--- config.mk ---
export PLATFORM = sky130hd
export DESIGN_NAME = perturbation_stall_gen
export DESIGN_NICKNAME = d
export VERILOG_FILES = /design/src/rtl/perturbation_stall_gen.sv
export SDC_FILE = /design/constraint.sdc
export NUM_CORES = 1
export LEC_CHECK = 0
export BUFFER_PORTS_ARGS = -buffer_cell sky130_fd_sc_hd__buf_2
export CORE_MARGIN = 1.5
export CORE_UTILIZATION = 40
export DETAILED_ROUTE_END_ITERATION = 10
export GPL_TIMING_DRIVEN = 0
export HOLD_SLACK_MARGIN = 0.05
export PLACE_DENSITY_LB_ADDON = 0.25
export SYNTH_ARGS = -nofsm -noshare
export SYNTH_HDL_FRONTEND = slang
export SYNTH_SLANG_ARGS = --single-unit
--- constraint.sdc ---
create_clock -name clk_i -period 2.85 [get_ports clk_i]
set_clock_uncertainty 0.05 [all_clocks]
set_input_delay 0.4275 -clock clk_i [delete_from_list [all_inputs] [get_ports clk_i]]
set_output_delay 0.4275 -clock clk_i [all_outputs]
set_load 0.005 [all_outputs]
--- src/rtl/perturbation_stall_gen.sv ---
// perturbation_stall_gen
//   Sits between a core and a memory model. It delays per-channel grants by a
//   configurable number of cycles so that core timing corner cases are exercised.
//   Each channel has its own IDLE/DELAY/PASS FSM. Channels share the mode, delay
//   and LFSR inputs but otherwise do not interact.
//
// Ports
//   clk_i          clock; all state changes on the rising edge
//   rst_ni         asynchronous active-low reset
//   mode_i         1=STANDARD 2=RANDOM 3=PC_TRIG 4=SOFTWARE_DEFINED (other = STANDARD)
//   sw_delay_i     delay used by SOFTWARE_DEFINED and by PC_TRIG on a PC hit
//   pc_i           core PC, qualified by pc_valid_i, compared against pc_trig_i
//   req_i / gnt_i  per-channel request from the core / grant from the memory model
//   gnt_o          perturbed per-channel grant to the core
//   stall_cycles_o per-channel 32-bit stall counters; channel c at [32c+31:32c]
//
// Build option
//   PERTURB_STATS_EN  when defined, the saturating stall counters are present;
//                     otherwise stall_cycles_o is tied to zero.

module perturbation_stall_gen #(
   parameter int unsigned NUM_CH    = 2,
   parameter int unsigned DELAY_W   = 4,
   parameter logic [15:0] LFSR_SEED = 16'hACE1
) (
   input  logic                  clk_i,
   input  logic                  rst_ni,
   input  logic [31:0]           mode_i,
   input  logic [DELAY_W-1:0]    sw_delay_i,
   input  logic [31:0]           pc_i,
   input  logic                  pc_valid_i,
   input  logic [31:0]           pc_trig_i,
   input  logic [NUM_CH-1:0]     req_i,
   input  logic [NUM_CH-1:0]     gnt_i,
   output logic [NUM_CH-1:0]     gnt_o,
   output logic [NUM_CH*32-1:0]  stall_cycles_o
);

   localparam logic [1:0]  StIdle   = 2'd0;
   localparam logic [1:0]  StDelay  = 2'd1;
   localparam logic [1:0]  StPass   = 2'd2;
   localparam logic [15:0] LfsrTaps = 16'hB400;

   logic w_mode_rand;
   logic w_mode_pc;
   logic w_mode_sw;
   logic w_pc_hit;

   assign w_mode_rand = (mode_i == 32'd2);
   assign w_mode_pc   = (mode_i == 32'd3);
   assign w_mode_sw   = (mode_i == 32'd4);
   assign w_pc_hit    = pc_valid_i && (pc_i == pc_trig_i);

   // Galois LFSR, free-running in every mode
   logic [15:0] r_lfsr;
   logic [15:0] w_lfsr_d;

   always_comb begin
      w_lfsr_d = r_lfsr >> 1;
      if (r_lfsr[0]) begin
         w_lfsr_d = w_lfsr_d ^ LfsrTaps;
      end
   end

   always_ff @(posedge clk_i or negedge rst_ni) begin
      if (!rst_ni) begin
         r_lfsr <= LFSR_SEED;
      end else if (w_lfsr_d == 16'h0000) begin
         // Only reachable with a zero seed; keeps the sequence alive
         r_lfsr <= LFSR_SEED;
      end else begin
         r_lfsr <= w_lfsr_d;
      end
   end

   for (genvar c = 0; c < NUM_CH; c++) begin : g_ch
      localparam int unsigned Rot = (3 * c) % 16;

      logic [DELAY_W-1:0] w_rand_d;
      logic [DELAY_W-1:0] w_d;
      logic [DELAY_W-1:0] r_cnt;
      logic [DELAY_W-1:0] w_cnt_d;
      logic [1:0]         r_state;
      logic [1:0]         w_state_d;
      logic               w_gnt;

      // Low bits of the LFSR rotated left by 3*c: out[i] = lfsr[(i - Rot) mod 16]
      for (genvar i = 0; i < DELAY_W; i++) begin : g_rot
         assign w_rand_d[i] = r_lfsr[(i + 16 - Rot) % 16];
      end

      always_comb begin
         if (w_mode_rand) begin
            w_d = w_rand_d;
         end else if (w_mode_sw || (w_mode_pc && w_pc_hit)) begin
            w_d = sw_delay_i;
         end else begin
            w_d = '0;
         end
      end

      // Delay is only consumed in IDLE, so mode/delay changes mid-transaction are ignored
      always_comb begin
         w_state_d = r_state;
         w_cnt_d   = r_cnt;
         w_gnt     = 1'b0;
         case (r_state)
            StIdle: begin
               if (req_i[c]) begin
                  if (w_d == '0) begin
                     w_gnt = gnt_i[c];
                     if (!gnt_i[c]) begin
                        w_state_d = StPass;
                     end
                  end else begin
                     w_cnt_d   = w_d - DELAY_W'(1);
                     w_state_d = StDelay;
                  end
               end
            end
            StDelay: begin
               if (!req_i[c]) begin
                  w_state_d = StIdle;
                  w_cnt_d   = '0;
               end else if (r_cnt == '0) begin
                  w_state_d = StPass;
               end else begin
                  w_cnt_d = r_cnt - DELAY_W'(1);
               end
            end
            StPass: begin
               w_gnt = gnt_i[c] & req_i[c];
               if (!req_i[c] || gnt_i[c]) begin
                  w_state_d = StIdle;
               end
            end
            default: begin
               w_state_d = StIdle;
               w_cnt_d   = '0;
            end
         endcase
      end

      always_ff @(posedge clk_i or negedge rst_ni) begin
         if (!rst_ni) begin
            r_state <= StIdle;
            r_cnt   <= '0;
         end else begin
            r_state <= w_state_d;
            r_cnt   <= w_cnt_d;
         end
      end

      // Reset gating keeps the combinational IDLE pass-through quiet during reset
      assign gnt_o[c] = w_gnt & rst_ni;

`ifdef PERTURB_STATS_EN
      logic [31:0] r_stall;
      logic        w_stall_inc;

      assign w_stall_inc = (r_state == StDelay) ||
                           ((r_state == StPass) && req_i[c] && !w_gnt);

      always_ff @(posedge clk_i or negedge rst_ni) begin
         if (!rst_ni) begin
            r_stall <= '0;
         end else if (w_stall_inc && (r_stall != 32'hFFFF_FFFF)) begin
            r_stall <= r_stall + 32'd1;
         end
      end

      assign stall_cycles_o[32*c +: 32] = r_stall;
`else
      assign stall_cycles_o[32*c +: 32] = '0;
`endif
   end

endmodule

; ---- Word-level counts from Yosys, hierarchy flattened
; Index checks and enable logic that the tools add are counted.
[op_classes]
add_sub_neg = 4
n_eq_ne = 20
n_mux = 35
n_bitwise = 7
reduce_logical = 18
[ops]
columns = cell, n
row1 = $eq A32 B2 Y1 const B, 2
row2 = $mux W4, 11
row3 = $eq A32 B3 Y1 const B, 1
row4 = $eq A32 B32 Y1, 1
row5 = $mux W16, 2
row6 = $mux W2, 12
row7 = $pmux W4 S3, 2
row8 = $ne A3 B3 Y1 const B, 6
row9 = $logic_not A16 Y1, 1
row10 = $logic_not A4 Y1, 4
row11 = $reduce_and A4 Y1, 4
row12 = $sub A4 B1 Y4 const B, 4
row13 = $ne A2 B2 Y1 const B, 6
row14 = $pmux W2 S3, 2
row15 = $and A1 B1 Y1, 4
row16 = $eq A2 B1 Y1 const B, 2
row17 = $eq A2 B2 Y1 const B, 2
row18 = $logic_not A2 Y1, 2
row19 = $mux W1, 4
row20 = $not A3 Y4, 1
row21 = $pmux W1 S2, 2
row22 = $logic_or A1 B1 Y1, 3
row23 = $logic_and A1 B1 Y1, 2
row24 = $logic_not A1 Y1, 2
row25 = $not A1 Y1, 2
[word_totals]
reg_bits = 28
inputBits = 107
output_inout_bits = 66

; ---- Longest topological paths before layout
[logic_depth]
depth_word = 11
mapped_depth = 14
ltp_nobuf = 14

; ---- Least setup slack after synthesis
; No wires, ideal clock.
[synth_timing]
path_type = input-to-output
start = in mode_i[9]
end = out gnt_o[1]
arrival_time_ps = 2526
required_ps = 2372
slack_ps = -153
stages = 13
cell_sequence = nor4_4 nand4_4 nor3b_2 a31o_2 nand2_1 a21o_1 ha_1 inv_1 a221oi_1 nand4_1 a21boi_0 a21o_1 nor2_1
[synth_via]
elab_chain_cells = 10
elab_cells_between_ends = 12
classes_between = eq/ne: 3 / mux: 5 / bitwise: 1 / reduce/logical: 3
[synth_lines]
columns = item, line_no
row1 = "start, declared", 28  ; input logic [31:0] mode_i,
row2 = $eq A32 B2 Y1, 50  ; assign w_mode_pc = (mode_i == 32'd3);
row3 = $logic_and A1 B1 Y1, 95  ; end else if (w_mode_sw || (w_mode_pc && w_pc_hit)) begin
row4 = $logic_or A1 B1 Y1, 95
row5 = $mux W4, 95
row6 = $mux W4 (*), 93  ; if (w_mode_rand) begin
row7 = $logic_not A4 Y1 (*), 110  ; if (w_d == '0) begin
row8 = $mux W1 (*), 110
row9 = $mux W1 (*), 109  ; if (req_i[c]) begin
row10 = $pmux W1 S2 (*), 107  ; case (r_state)
row11 = $and A1 B1 Y1 (*), 155  ; assign gnt_o[c] = w_gnt & rst_ni;
row12 = "end, declared", 35  ; output logic [NUM_CH-1:0] gnt_o,
; Every way passes the cells marked *; elsewhere a longest branch is shown, timed or not.

; ---- Worst setup path after layout
[layout_timing]
start = in mode_i[8]
end = out gnt_o[1]
; The elaborated chain is that of the path after synthesis.

==> impl_metrics.toml <==
[detailed_routing]
remaining_drc_errors = 0
ant_nets = 0
firstDrtPassIters = 4
vias = 2804
drtIter0Drc = 61
wl_um = 7360
wl_per_cell_um = 11.9
via_per_inst = 4.53

[global_route]
grt_use_total = 0.194
grt_pass1_vias = 2632
antenna_found_initial = 0
grt_max_degree = 31
grt_pass1_wl_um = 11700
grt-ovfl-total = 0

[place]
numPortBuffers = 108
dpl.hpwl_um = 5960
pre_cts_ws_ns = -0.655
dp_cells = 596
gp_congestion = 0.863

[synth]
yosys.area.top_type = "dfrtp_1"
netlist_area_mm2 = 0.00280
synthTopCellsByArea = "dfrtp_1 18%, buf_4 17%, xnor2_1 11%"
ys_types = 55
synth_seq_area_share = 0.253
synth_top_cell_area_share = 0.178
synthTopCellsByCount = "64 x buf_4, 35 x xnor2_1, 20 x dfrtp_1, 20 x nand2_1, 19 x nand4_1"
ys_warn_count = 0
synth_ff_type = "dfrtp_1"
synth_edf_count = 0
ys_ff_latch = 28
synthArstFlopShare = 1.00
syn_inst = 329
synth.most_common_cell = "buf_4"
syn_avg_cell_area_um2 = 8.52

[setup_path]
worstReg2RegStart = "r_lfsr[0]"
r2r_slack_ns = 0.30
critPathCaptureType = "output port"
path_buf_inv = 3
reg2reg_to = "g_ch[0].r_cnt[0]"
r2r_cells = 10
path_delay_family = "simple AND/OR/NAND/NOR gates"
crit_chain = "buf_6 > nor4_4 > nand4_4 > nor3b_4 > a31o_4 > nand2_4 > a21o_1 > ha_2 > inv_2 > a221oi_2 > nand4_1 > a21boi_4 > a21o_1 > nor2_1 > buf_2"
worstPathMaxFanout = 4
cpMaxStageDelayCell = "nor4_4"
crit_required_ns = 2.37
crit_type = "in2out"
startpoint_type = "primary input"
critPathLaunch = "mode_i[8]"
cp.arrival_ns = 2.73
max_stage_delay_ns = 0.35
cp_common_cell = "a21o_1"

[die]
dieArea_mm2 = 0.00752
core_area_mm2 = 0.00679
die_h_um = 86.7
io_pins = 173
dieWidth_um = 86.7
rows = 30
start_util = 0.413

[timing]
hold_viol_final = 0
final.setup.worst_slack_ns = -0.358
slew_violations = 0
tightest_slew_ns = 0.667
rsz0062_at_grt = "true"
fin_crit_ns = 3.21
clock.fmax_ghz = 0.312
fin_crit_sh = 1.13
slew_headroom = 0.551
setup_viol = 2

[cts]
cts.clk_slew.worst_paths_ns = 0.10
ctsHoldBuffers = 0
cts_max_path_buffers = 2
clkLatencyLatePin_ns = 0.28
htreeDepth = 1
cts_tree = "yes"
cts-root-buf = "clkbuf_8"
cts_made_buffers = 3
cts.sinks = 28

[pwr]
pwr_density_cell_mw_per_mm2 = 246
leakage_uw = 0.00201
peakVddDrop_mv = 0.173

[final_layout]
multi_input_area_mm2 = 0.00190
fin_cells = 619
layout-drive-gt1-share = 0.461
num-nets-final = 638
fill_cells = 609
syn_to_final_growth_pct = 45.4
register_area_um2 = 711
n_antenna_cell = 0

[outcome]
outcome = "finished with violations"
violations = "negative setup slack"

[min_path]
hold_class = "in2async"

[job]
cap_violations = 0
## cell usage in the layout (no fill, tap or decap), types with 9 or more instances in the layout
master    count
nand3_1       9
conb_1       64
nor2_1       15
clkbuf_1     11
nand2_1      17
dfrtp_1      20
inv_1         9
buf_4        83
xnor2_1      35
nand4_1      19
buf_2       105
## worst max-delay path by stage
| stage | endpoint | slack [ns] | depth (start not counted) |
|---|---|---|---|
| after global routing | gnt_o[0] | -0.48 | 13 |
| after detailed placement | gnt_o[0] | -0.66 | 13 |
| after global placement | gnt_o[0] | -0.58 | 14 |
| final | gnt_o[1] | -0.36 | 15 |
| after floorplan | gnt_o[1] | -0.02 | 13 |
| after CTS | gnt_o[1] | -0.38 | 15 |
## area by class of cell
| cell class | instances | area share |
|---|---|---|
| inverters | 10 | 0.00921 |
| clock inverters | 1 | 0.00737 |
| repair buffers | 127 | 0.174 |
| flip-flops and latches | 28 | 0.174 |
| well taps | 96 | 0.0295 |
| clock buffers | 3 | 0.0101 |
| plain buffers | 76 | 0.129 |
| multi-input cells | 278 | 0.467 |
## per-layer routing
layer,share of wire,wire [um],up-vias,GRT usage
met3,0.039,288,7,0.0305
li1,-,-,1428,-
met5,0,0,-,0
met1,0.42,3090,1282,0.236
met4,0.0072,53,0,0.0499
met2,0.53,3930,87,0.354
## timing repair
| action | 4_1_cts | 5_1_grt |
|---|---|---|
| setup buffers | 12 | 7 |
| resized for setup | 18 | 13 |
| setup endpoints to repair | 8 | 11 |
| pin swaps | 14 | 16 |
## sequential cells by signal (all words and copies together), names as in the netlist
name / cells
r_lfsr: 16
g_ch.r_state: 4
g_ch.r_cnt: 8
## cells by family (layout without fill, tap and decap cells)
group	after synthesis	count (layout)	synth area share
AOI/OAI and AO/OA	53	53	0.137
xor gates and xnor gates	37	37	0.116
adders and majority gates	7	7	0.0312
buffers and inverters	86	217	0.201
DFF	28	28	0.253
muxes	3	3	0.0107
other	1	64	0.00134
and+or+nand+nor	114	114	0.249
## per-stage QoR
step | area (um2) | hold WS (ns) | power (uW) | setup TNS [ns] | utilization
final | 4080 | 0.128 | 1000 | -0.662 | 0.600
after global routing | 4080 | 0.173 | 1050 | -1.32 | 0.600
after CTS | 3960 | 0.152 | 1000 | -0.672 | 0.583
after detailed placement | 3710 | 0.405 | 675 | -5.30 | 0.546
after global placement | 3710 | 0.395 | 671 | -4.09 | 0.546
after floorplan | 3050 | 0.0819 | 565 | -0.0350 | -
## where the power goes
group / internal [uW] / leakage [uW] / switching [uW]
clock: 188 / 0.0000357 / 130
sequential: 399 / 0.000328 / 1.99
combinational: 158 / 0.00165 / 128
total: 745 / 0.00201 / 260
No activity file was read; power rests on OpenSTA's default activity.
